**src/rtl/adder_buf_pkg.sv**
```systemverilog
// Shared sizing for the two-stage pipelined adder.
package adder_buf_pkg;

  localparam int unsigned WIDTH_DEF = 16;

  // Low half is added in stage 1, the remaining high half in stage 2.
  function automatic int unsigned lo_width(input int unsigned width);
    return width / 2;
  endfunction

  function automatic int unsigned hi_width(input int unsigned width);
    return width - (width / 2);
  endfunction

endpackage

```
**src/rtl/adder_buf_slice.sv**
```systemverilog
// Combinational N-bit adder slice with carry-in and carry-out.
module adder_buf_slice #(
  parameter int unsigned N = 8
) (
  input  logic [N-1:0] a,
  input  logic [N-1:0] b,
  input  logic         cin,
  output logic [N-1:0] sum_c,
  output logic         cout_c
);

  localparam int unsigned NW = N + 1;

  logic [N:0] full;

  assign full   = NW'(a) + NW'(b) + NW'(cin);
  assign sum_c  = full[N-1:0];
  assign cout_c = full[N];

endmodule

```
**src/rtl/adder_buf.sv**
```systemverilog
// Two-stage pipelined unsigned adder: low half in stage 1, high half plus carry in stage 2.
module adder_buf
  import adder_buf_pkg::*;
#(
  parameter int unsigned WIDTH = WIDTH_DEF
) (
  input  logic             clock,
  input  logic             reset,
  input  logic [WIDTH-1:0] in_a,
  input  logic [WIDTH-1:0] in_b,
  output logic [WIDTH:0]   out_sum
);

  localparam int unsigned LO_W = lo_width(WIDTH);
  localparam int unsigned HI_W = hi_width(WIDTH);

  logic [LO_W-1:0] lo_sum_c;
  logic            lo_cout_c;
  logic [HI_W-1:0] hi_sum_c;
  logic            hi_cout_c;

  logic [LO_W-1:0] s1_lo;
  logic            s1_c;
  logic [HI_W-1:0] s1_ah;
  logic [HI_W-1:0] s1_bh;

  adder_buf_slice #(.N(LO_W)) u_lo (
    .a      (in_a[LO_W-1:0]),
    .b      (in_b[LO_W-1:0]),
    .cin    (1'b0),
    .sum_c  (lo_sum_c),
    .cout_c (lo_cout_c)
  );

  adder_buf_slice #(.N(HI_W)) u_hi (
    .a      (s1_ah),
    .b      (s1_bh),
    .cin    (s1_c),
    .sum_c  (hi_sum_c),
    .cout_c (hi_cout_c)
  );

  // Stage 1: register low partial sum, its carry and the high operands.
  always_ff @(posedge clock or negedge reset) begin
    if (!reset) begin
      s1_lo <= '0;
      s1_c  <= 1'b0;
      s1_ah <= '0;
      s1_bh <= '0;
    end else begin
      s1_lo <= lo_sum_c;
      s1_c  <= lo_cout_c;
      s1_ah <= in_a[WIDTH-1:LO_W];
      s1_bh <= in_b[WIDTH-1:LO_W];
    end
  end

  // Stage 2: combine high-half result with the delayed low half.
  always_ff @(posedge clock or negedge reset) begin
    if (!reset) begin
      out_sum <= '0;
    end else begin
      out_sum <= {hi_cout_c, hi_sum_c, s1_lo};
    end
  end

endmodule

```
**config.mk**
```make
export PLATFORM = sky130hd
export DESIGN_NAME = adder_buf
export DESIGN_NICKNAME = d
export VERILOG_FILES = /design/src/rtl/adder_buf_pkg.sv /design/src/rtl/adder_buf_slice.sv /design/src/rtl/adder_buf.sv
export SDC_FILE = /design/constraint.sdc
export NUM_CORES = 1
export LEC_CHECK = 0
export BUFFER_PORTS_ARGS = -buffer_cell sky130_fd_sc_hd__buf_2
export CAP_MARGIN = 40
export CORE_MARGIN = 2
export CORE_UTILIZATION = 40
export CTS_CLUSTER_DIAMETER = 120
export DETAILED_ROUTE_END_ITERATION = 7
export PLACE_DENSITY = 0.72
export SLEW_MARGIN = 20
export SYNTH_ARGS = -nofsm -noshare
export SYNTH_HDL_FRONTEND = slang
export SYNTH_SLANG_ARGS = --single-unit
export TNS_END_PERCENT = 30
```
**constraint.sdc**
```tcl
create_clock -name clock -period 3 [get_ports clock]
set_input_delay 0.3 -clock clock [delete_from_list [all_inputs] [get_ports clock]]
set_output_delay 0.3 -clock clock [all_outputs]
set_load 0.02 [all_outputs]
```
==> flow_metrics.env <==
export IMPL_setup_worst_path_end_class="flop"
export IMPL_ff_latch_area_um2=1050
export IMPL_floorplan_initialDensity=0.418
export IMPL_grt_pass1_vias=1131
export IMPL_n_fill_cell=365
export IMPL_h_tree_depth=2
export IMPL_portBuffers=50
export IMPL_maxCapViolations=0
export IMPL_area_delta_synth_final_pct=26.2
export IMPL_diodes=0
export IMPL_yosysTopAreaCellShare=0.624
export IMPL_ys_ff_latch=42
export IMPL_gp_congestion=0.753
export IMPL_nNetsFinal=229
export IMPL_synthArstFlopShare=1.00
export IMPL_synthTopCellsByArea="dfrtp_1 (62%), ha_1 (11%), fa_1 (3.6%), xnor2_1 (2.6%), a21o_1 (2.2%)"
export IMPL_fin_crit_sh=0.641
export IMPL_hpwl_mm=2.31
export IMPL_dr_pass1_iters=4
export IMPL_ys_warn_count=0
export IMPL_power_leakage_nw=1.06
export IMPL_dieArea_um2=4750
export IMPL_grt_ovfl_total=0
export IMPL_drcViolationCount=0
export IMPL_ant_nets=0
export IMPL_fin_tns_setup_ns=0
export IMPL_syn_num_nets=170
export IMPL_dr_first_iter_drc_count=94
export IMPL_via_count=1080
export IMPL_syn_cell_area_um2=1690
export IMPL_max_freq_ghz=0.520
export IMPL_rsz0062_at_grt="false"
export IMPL_critPathMaxFanout=2
export IMPL_powerDensity_nw_per_um2=613
export IMPL_critical_path_arrival_ns=2.10
export IMPL_critPathKind="flop to flop"
export IMPL_clockBufferDepth=2
export IMPL_tightest_slew_ns=0.494
export IMPL_skew_ns=0.00354
export IMPL_syn_area_per_cell_um2=14.3
export IMPL_synth_top_cells_by_count="dfrtp_1 (42), ha_1 (15), a21oi_1 (6)"
export IMPL_clock_sinks=42
export IMPL_synth_seq_area_share=0.624
export IMPL_synth_edf_count=0
export IMPL_path_clk_slew_ns=0.08
export IMPL_required_ns=3.17
export IMPL_antenna_found_initial=0
export IMPL_grt_max_degree=24
export IMPL_maxSlewHeadroom=0.670
export IMPL_status="finished clean"
export IMPL_hold_depth=1
export IMPL_drive_gt1_frac=0.348
export IMPL_cts_tree="done"
export IMPL_hold_violations=0
export IMPL_cts_buffers=5
export IMPL_clockRootBuffer="clkbuf_8"
export IMPL_core_area_um2=4030
export IMPL_die_width_um=68.9
export IMPL_hp_class="input port to flop"
export IMPL_synth_most_common_cell="dfrtp_1"
export IMPL_die_height_um=68.9
export IMPL_cts_resized=0
export IMPL_wl_mm=2.95
export IMPL_reg2regPathDepth=5
export IMPL_synth_cells=118
export IMPL_yosysTopAreaCell="dfrtp_1"
export IMPL_period_needed_ns=1.92
export IMPL_setup_viol=0
export IMPL_pin_count=51
export IMPL_synth_top_flop_cell="dfrtp_1"
export IMPL_startpoint_type="flop"
export IMPL_ys_types=28
export IMPL_drv_slew=0
export IMPL_clk_latency_ns=0.30
export IMPL_wl_per_cell_um=12.9
export IMPL_vias_per_cell=4.74
export IMPL_peakVddDrop_uv=261
export IMPL_grt_use_total=0.145
export IMPL_fin_util=0.528
export IMPL_multi_input_area_um2=616
export IMPL_grt_pass1_wl_mm=4.93
export IMPL_rows=23
## metal layers
| metal | GRT usage | vias to the layer above | part of all wire |
|---|---|---|---|
| met5 | 0 | - | 0 |
| met4 | 0.0490 | 0 | 0.013 |
| met3 | 0.0455 | 7 | 0.079 |
| met2 | 0.255 | 39 | 0.51 |
| met1 | 0.166 | 500 | 0.39 |
| li1 | - | 534 | - |
## path summary, 6_finish.rpt
path,end,slack [ns],from
max,out_sum[16],1.08,s1_c
min,s1_bh[2],0.10,in_b[10]
max reg2reg,out_sum[16],1.08,s1_c
min reg2reg,out_sum[7],0.35,s1_lo[7]
max in group asynchronous,out_sum[4],2.02,reset
min in group asynchronous,s1_bh[3],0.51,reset
## state kept, by name, indices dropped and copies added, names as in the netlist
register	count
out_sum	17
s1_ah	8
s1_bh	8
s1_lo	8
s1_c	1
## final cells by class
cell class / instances / area share
flip-flops and latches: 42 / 0.494
multi-input cells: 71 / 0.289
repair buffers: 52 / 0.135
inverters: 5 / 0.00882
well taps: 50 / 0.0294
clock buffers: 7 / 0.0406
clock inverters: 1 / 0.00235
## per-stage QoR
step           hold WS [ns]  instances  total power (W)  cell area, µm²  setup WS [ns]
2_1_floorplan       0.00441        118         0.000842            1690           1.27
3_3_place_gp          0.336        218         0.000936            2000           1.10
3_5_place_dp          0.296        219         0.000952            2030          0.998
4_1_cts               0.102        228          0.00132            2130           1.08
6_report              0.103        228          0.00130            2130           1.08
5_1_grt              0.0982        228          0.00138            2130          0.985
## repair_timing
action	in CTS	in global routing
hold buffers	1	0
buffers inserted	0	0
setup endpoints to repair	0	0
hold endpoints to repair	19	0
## where the power goes
part	switching, W	internal, W
sequential	0.0000209	0.000642
combinational	0.000162	0.000113
clock	0.000181	0.000185
## critical path, cell delays in order, from the launching register on
cell and delay, ns:
dfrtp_1 0.39, fa_1 0.47, fa_1 0.43, a21oi_1 0.22
o21a_1 0.19, o21ai_0 0.10
## cells in the final DEF (no fill, tap or decap), types with 2 or more instances in the layout
cell type  synthesis  layout
xor2_1             4       4
xnor2_1            5       5
inv_1              5       5
nor2_1             5       5
a21o_1             5       5
o21ai_0            3       3
nand2_1            2       2
a21oi_2            2       2
fa_1               3       3
buf_2              0      50
dfrtp_1           42      42
ha_1              15      15
o21a_1             3       3
a21oi_1            6       6
nor3_1             4       4
clkbuf_8           0       6
## cells by family after synthesis
kind of cell               after synthesis  synth area share
DFF                                     42             0.624
xor gates and xnor gates                 9            0.0468
adders and majority gates               18             0.147
AOI/OAI and AO/OA                       27             0.117
and+or+nand+nor                         17            0.0549
buffers and inverters                    5            0.0111
No activity file was read; power rests on OpenSTA's default activity.
